## src/rtl/dual_edge_cnt_pkg.sv

```systemverilog
// Shared constants and the per-edge step function for the dual-edge modulo counter.
package dual_edge_cnt_pkg;

    localparam int DEF_WIDTH   = 8;
    localparam int DEF_MODULUS = 16;
    localparam int STEP_W      = 32;

    typedef struct packed {
        logic [STEP_W-1:0] next;
        logic              wrap;
    } step_t;

    // Priority is load, then enable, then hold; loads above the range clamp to the top value.
    function automatic step_t step_fn(
        input logic [STEP_W-1:0] count,
        input logic              load,
        input logic [STEP_W-1:0] load_val,
        input logic              en,
        input logic              up_dn,
        input logic [STEP_W-1:0] modulus
    );
        step_t r;
        r.next = count;
        r.wrap = 1'b0;
        if (load) begin
            if (load_val >= modulus) begin
                r.next = modulus - 32'd1;
            end else begin
                r.next = load_val;
            end
        end else if (en) begin
            if (up_dn) begin
                if (count == modulus - 32'd1) begin
                    r.next = 32'd0;
                    r.wrap = 1'b1;
                end else begin
                    r.next = count + 32'd1;
                end
            end else begin
                if (count == 32'd0) begin
                    r.next = modulus - 32'd1;
                    r.wrap = 1'b1;
                end else begin
                    r.next = count - 32'd1;
                end
            end
        end else begin
            r.next = count;
        end
        return r;
    endfunction

endpackage

```

## src/rtl/dual_edge_reg.sv

```systemverilog
// Dual-edge register: rising-edge half P and falling-edge half N, value presented as P ^ N.
module dual_edge_reg #(
    parameter int W = 1
) (
    input  logic         clk,
    input  logic         rstn,
    input  logic [W-1:0] d,
    output logic [W-1:0] q
);

    logic [W-1:0] p_r;
    logic [W-1:0] n_r;

    // Rising-edge half stores d ^ N so that P ^ N equals d right after the edge.
    always_ff @(posedge clk or negedge rstn) begin
        if (!rstn) begin
            p_r <= {W{1'b0}};
        end else begin
            p_r <= d ^ n_r;
        end
    end

    // Falling-edge half stores d ^ P so that P ^ N equals d right after the edge.
    always_ff @(negedge clk or negedge rstn) begin
        if (!rstn) begin
            n_r <= {W{1'b0}};
        end else begin
            n_r <= d ^ p_r;
        end
    end

    assign q = p_r ^ n_r;

endmodule

```

## src/rtl/dual_edge_mod_counter.sv

```systemverilog
// Modulo counter stepping on both clock edges, with sticky wrap flag.
// Define DUAL_EDGE_CNT_DOWN_EN to honour up_dn; otherwise the counter is up-only.
module dual_edge_mod_counter
    import dual_edge_cnt_pkg::*;
#(
    parameter int WIDTH   = DEF_WIDTH,
    parameter int MODULUS = DEF_MODULUS
) (
    input  logic             clk,
    input  logic             rstn,
    input  logic             en,
    input  logic             load,
    input  logic [WIDTH-1:0] load_val,
    input  logic             up_dn,
    output logic [WIDTH-1:0] count,
    output logic             tc,
    output logic             wrapped
);

    if (WIDTH < 1 || WIDTH > STEP_W - 1 || MODULUS < 2 ||
        64'(MODULUS) > (64'd1 << WIDTH)) begin : g_bad_params
        $error("dual_edge_mod_counter: MODULUS must lie in 2..2**WIDTH and WIDTH in 1..31");
    end

    localparam logic [STEP_W-1:0] MOD_L = 32'(MODULUS);
    localparam logic [WIDTH-1:0]  TOP_L = WIDTH'(MODULUS - 1);

    logic [WIDTH-1:0] count_s;
    logic [WIDTH-1:0] next_count_s;
    logic             wrapped_s;
    logic             next_wrapped_s;
    logic             dir_s;
    step_t            step_s;
    logic             unused_hi_s;

`ifdef DUAL_EDGE_CNT_DOWN_EN
    assign dir_s = up_dn;
`else
    logic unused_dir_s;
    assign unused_dir_s = up_dn;
    assign dir_s        = 1'b1;
`endif

    // Next count and sticky wrap; a load always clears the flag, even on a would-be wrap.
    always_comb begin
        step_s       = step_fn(32'(count_s), load, 32'(load_val), en, dir_s, MOD_L);
        next_count_s = step_s.next[WIDTH-1:0];
        if (load) begin
            next_wrapped_s = 1'b0;
        end else begin
            next_wrapped_s = wrapped_s | step_s.wrap;
        end
    end

    assign unused_hi_s = ^step_s.next[STEP_W-1:WIDTH];

    dual_edge_reg #(.W(WIDTH)) u_count_reg (
        .clk  (clk),
        .rstn (rstn),
        .d    (next_count_s),
        .q    (count_s)
    );

    dual_edge_reg #(.W(1)) u_wrapped_reg (
        .clk  (clk),
        .rstn (rstn),
        .d    (next_wrapped_s),
        .q    (wrapped_s)
    );

    // Terminal count follows the current direction, independent of enable.
    always_comb begin
        if (dir_s) begin
            tc = (count_s == TOP_L);
        end else begin
            tc = (count_s == {WIDTH{1'b0}});
        end
    end

    assign count   = count_s;
    assign wrapped = wrapped_s;

endmodule

```

## config.mk

```make
export PLATFORM = sky130hd
export DESIGN_NAME = dual_edge_mod_counter
export DESIGN_NICKNAME = d
export VERILOG_FILES = /design/src/rtl/dual_edge_cnt_pkg.sv /design/src/rtl/dual_edge_reg.sv /design/src/rtl/dual_edge_mod_counter.sv
export SDC_FILE = /design/constraint.sdc
export NUM_CORES = 1
export LEC_CHECK = 0
export CAP_MARGIN = 0
export CORE_MARGIN = 1
export CORE_UTILIZATION = 35
export CTS_BUF_LIST = sky130_fd_sc_hd__clkbuf_8
export DETAILED_ROUTE_END_ITERATION = 8
export DONT_BUFFER_PORTS = 1
export HOLD_SLACK_MARGIN = 0.1
export PLACE_DENSITY = 0.59
export REMOVE_ABC_BUFFERS = 1
export SLEW_MARGIN = 40
export SYNTH_ARGS = -nofsm -noshare
export SYNTH_HDL_FRONTEND = slang
export SYNTH_SLANG_ARGS = --single-unit
```

## constraint.sdc

```tcl
create_clock -name clk -period 3.59 [get_ports clk]
set_clock_uncertainty 0.1 [all_clocks]
set_input_delay 0.718 -clock clk [delete_from_list [all_inputs] [get_ports clk]]
set_output_delay 0.718 -clock clk [all_outputs]
set_load 0.02 [all_outputs]
```

== Word-level counts from Yosys, hierarchy flattened ==
Cells that the tools add are included.
Storage, ports and cells
  logic and storage cells: 22
  register bits: 18
Operators by class
  eq/ne operators: 1
  mux-type cells: 8
  $add $sub $neg: 1
  bitwise operators: 7
  magnitude comparators: 1
Operator list (number)
  $mux 8: 4
  $xor 8x8->8: 3
  $add 8x1->8 const B: 1
  $eq 8x4->1 const B: 1
  $ge 8x5->1 const B: 1
  $mux 1: 4
  $xor 1x1->1: 3
  $or 1x1->1: 1

== Logic depth before layout (Yosys ltp) ==
  depth after elaboration: 8
  depth in mapped cells: 6

== Modules after synthesis ==
Synthesis repeated with hierarchy kept, for this count alone.
Unflattened totals
  cell total of the unflattened synthesis: 88
  area, all modules: 979.7 µm²
By module, submodules not included
  dual_edge_reg at u_count_reg: times used 1, area an instance 610.6 µm², cells an instance 40
  dual_edge_mod_counter: times used 1, area an instance 292.8 µm², cells an instance 43
  dual_edge_reg at u_wrapped_reg: times used 1, area an instance 76.3 µm², cells an instance 5

==> summary.md <==
| Metric | Value |
|---|---|
| Setup repair after global routing missed its margin | `true` |
| Tightest slew margin relative to the limit | `between 60% and 70%` |
| PnR worst setup slack | `-584 ps` |
| Violations in the final reports | `negative setup slack` |
| Starting density of the core | `37.2%` |
| Sequential-to-total area share from yosys stat | `39.3%` |
| Sequential cell area | `450 um^2` |
| Number of distinct library cell variants in the gate-level netlist after synthesis | `28` |
| Synth Instances | `115` |
| Detailed-route DRC error count | `0` |
| WHS | `between 400 and 500 ps` |
| Reg-to-reg startpoint | `u_count_reg.p_r[5]$_DFF_PN0_` |
| Width of the die | `59.2 um` |
| Setup crit end kind | `primary output` |
| Number of warnings issued by yosys | `0` |
| Post-DR wirelength/cell | `between 10 and 15 um` |
| Critical hold path startpoint | `load` |
| Starting DRT DRC Count | `31` |
| Row count | `20` |
| Hold Path End | `u_count_reg.p_r[3]$_DFF_PN0_` |
| Routed wire length | `2790 um` |
| Max-slew violation count | `0` |
| Transition time of the tightest slew-check pin | `539 ps` |
| Total GRT Usage | `17.6%` |
| Via count of the first global-routing pass | `roughly 1,000` |
| Mapped cell area | `0.00114 mm^2` |
| Total inserted antenna cells | `0` |
| Clock Latency Late Sink | `270 ps` |
| Number of hold-slack violations in the final timing report | `0` |
| Ports | `23` |
| Most common cell after layout, fill and taps aside | `sky130_fd_sc_hd__buf_4` |
| Post-detailed-route count of antenna-violating nets | `0` |
| Commonest cells after routing, fill and taps aside | `sky130_fd_sc_hd__buf_4 (39), sky130_fd_sc_hd__nor2_1 (15), sky130_fd_sc_hd__xor2_1 (14), sky130_fd_sc_hd__xnor2_1 (12)` |
| R2r worst-path depth | `7` |
| Number of endpoints failing setup at the final stage | `20` |
| Final estimated routing congestion in global placement | `around 0.73` |
| Maximum number of buffers from clock root to sink | `2` |
| Critical path peak fanout | `2` |
| Area growth from synthesis to layout | `56.4%` |
| Class of the worst hold path | `in2reg` |
| Seq cells post-synth | `18` |
| Worst setup slack for register-to-register paths | `-260 ps` |
| Clock buffer count from CTS | `3` |
| Antenna violations before repair | `0` |
| Syn Area/Cell | `9.96 um^2` |
| Cell internal pwr | `1.10 mW` |
| Number of search-and-repair iterations in the first detailed-routing pass | `4` |
| Startpoint of the worst setup timing path | `u_count_reg.n_r[5]$_DFF_NN0_` |
| Max-cap viol count | `0` |
| Global route total overflow | `0` |
| CP required | `2770 ps` |
| Clock edge transition at the registers on the reported setup and hold paths | `~70 ps` |
| Overall die height | `59.2 um` |
| Area of the die | `0.00350 mm^2` |
| Vias | `1,021` |
| Peak supply drop | `~530 uV` |
| Switching Fraction | `41.0%` |
| Pin count of the biggest net entering global routing | `23` |
| Number of port buffers | `0` |
| Switching power | `roughly 0.76 mW` |
| Category of the most critical setup path | `reg2out` |
| Max H-tree Level | `1` |
| # nets final | `180` |
| Result of the run | `finished, violations left` |
| Wire length of the first global-routing pass | `4490 um` |
| Detailed placer's ending HPWL | `1870 um` |
| Library cell used as clock root buffer | `sky130_fd_sc_hd__clkbuf_8` |
| Worst Hold Depth | `1` |
| LEAKAGE | `between 0.7 and 0.8 nW` |
| Arrival time at the worst endpoint | `3360 ps` |
| Power density relative to cell area | `between 1000 and 1500 mW/mm^2` |
| Reg power frac | `19.8%` |
| CTS tree | `done` |
| Filler Cells Inserted | `269` |
| Part of the total power dissipated in combinational logic | `71.1%` |
| Clock network fraction of total power | `9.0%` |
| Number of clock sinks seen by CTS | `18` |
| Share of cells above drive strength 1 | `51.2%` |
| Final cell utilization of the core | `just under 60%` |
| CORE AREA | `~0.003 mm^2` |
| Multi-input combinational cell area | `802 um^2` |
| Via-to-Cell Ratio | `about 4.9` |
| Startpoint type of the worst setup path | `register` |
| Critical register-to-register path endpoint | `u_count_reg.n_r[0]$_DFF_NN0_` |
layer usage:
metal  up-vias  share of wire (%)  global-route usage (%)
met5         -                  0                       0
met4         0               0.32                    6.12
met3         2                3.3                    2.84
met2        23                 52                    31.3
met1       511                 44                    21.4
li1        485                  -                       -
layout make-up:
| cell class | instances | share of cell area [%] |
|---|---|---|
| Multi-Input combinational cell | 93 | 44.8 |
| Timing Repair Buffer | 50 | 23.7 |
| Sequential cell | 18 | 25.2 |
| Inverter | 1 | 0.210 |
| Clock buffer | 4 | 3.07 |
| Tap cell | 44 | 3.07 |
timing repair:
item | CTS | global route
setup endpoints to repair | 21 | 22
setup buffers | 6 | 9
resized for setup | 20 | 17
hold endpoints to repair | 9 | 0
gates cloned | 1 | 0
hold buffers | 1 | 0
pin swaps | 12 | 11
state kept, by name, indices dropped and copies added, names as in the netlist:
register,cells
u_wrapped_reg.p_r,1
u_count_reg.n_r,8
u_wrapped_reg.n_r,1
u_count_reg.p_r,8
Yosys cell counts, drive strengths merged:
cell | number | area [um^2]
a21oi | 15 | 75.1
a221oi | 1 | 8.76
a31oi | 1 | 21.3
and4 | 1 | 10.0
buf | 2 | 16.3
clkbuf | 2 | 7.51
dfrtn | 9 | 225
dfrtp | 9 | 225
inv | 1 | 3.75
mux2 | 1 | 11.3
mux2i | 2 | 20.0
nand2 | 4 | 15.0
nand3 | 2 | 15.0
nand4 | 3 | 33.8
nor2 | 22 | 82.6
nor2b | 1 | 6.26
nor3 | 1 | 5.00
nor3b | 1 | 18.8
nor4 | 1 | 12.5
o21ai | 1 | 5.00
o31a | 1 | 8.76
or4 | 2 | 15.0
xnor2 | 12 | 105
xor2 | 20 | 198
critical path: stages, from the launching register on:
cell	delay, ps
sky130_fd_sc_hd__dfrtn_1	360
sky130_fd_sc_hd__xor2_1	160
sky130_fd_sc_hd__or4_4	560
sky130_fd_sc_hd__nor2_4	100
sky130_fd_sc_hd__buf_6	120
worst max-delay path by stage:
stage | endpoint | cells after the start | slack (ps)
6_report | tc | 4 | -580
5_1_grt | tc | 4 | -630
4_1_cts | tc | 4 | -610
3_5_place_dp | tc | 4 | -360
3_3_place_gp | tc | 4 | -320
2_1_floorplan | tc | 3 | -550
power groups by stage:
stage | Combinational (mW) | Sequential [mW] | Clock (mW)
floorplan | 0.523 | 0.387 | 0
global placement | 0.925 | 0.361 | 0
detailed placement | 0.945 | 0.367 | 0
CTS | 1.16 | 0.366 | 0.172
global route | 1.42 | 0.378 | 0.182
finish | 1.32 | 0.369 | 0.168
kinds of logic (layout without fill, tap and decap cells):
| kind of cell | after synthesis | count (layout) | share of synthesized area (%) |
|---|---|---|---|
| DFF | 18 | 18 | 39.3 |
| buffers and inverters | 5 | 55 | 2.40 |
| AOI/OAI and AO/OA | 19 | 20 | 10.4 |
| xor gates and xnor gates | 32 | 32 | 26.4 |
| and+or+nand+nor | 38 | 38 | 18.7 |
| muxes | 3 | 3 | 2.73 |
metrics by stage:
step	power, mW	TNS, ps	std cells	area [um^2]	setup WS (ps)
2_1_floorplan	0.909	-2500	111	1120	-553
3_3_place_gp	1.29	-1520	189	1430	-318
3_5_place_dp	1.31	-2000	189	1430	-360
4_1_cts	1.70	-2490	201	1640	-609
5_1_grt	1.98	-4270	210	1790	-631
6_report	1.86	-2900	210	1790	-584
Note: power is estimated with default switching activity, not from simulation.
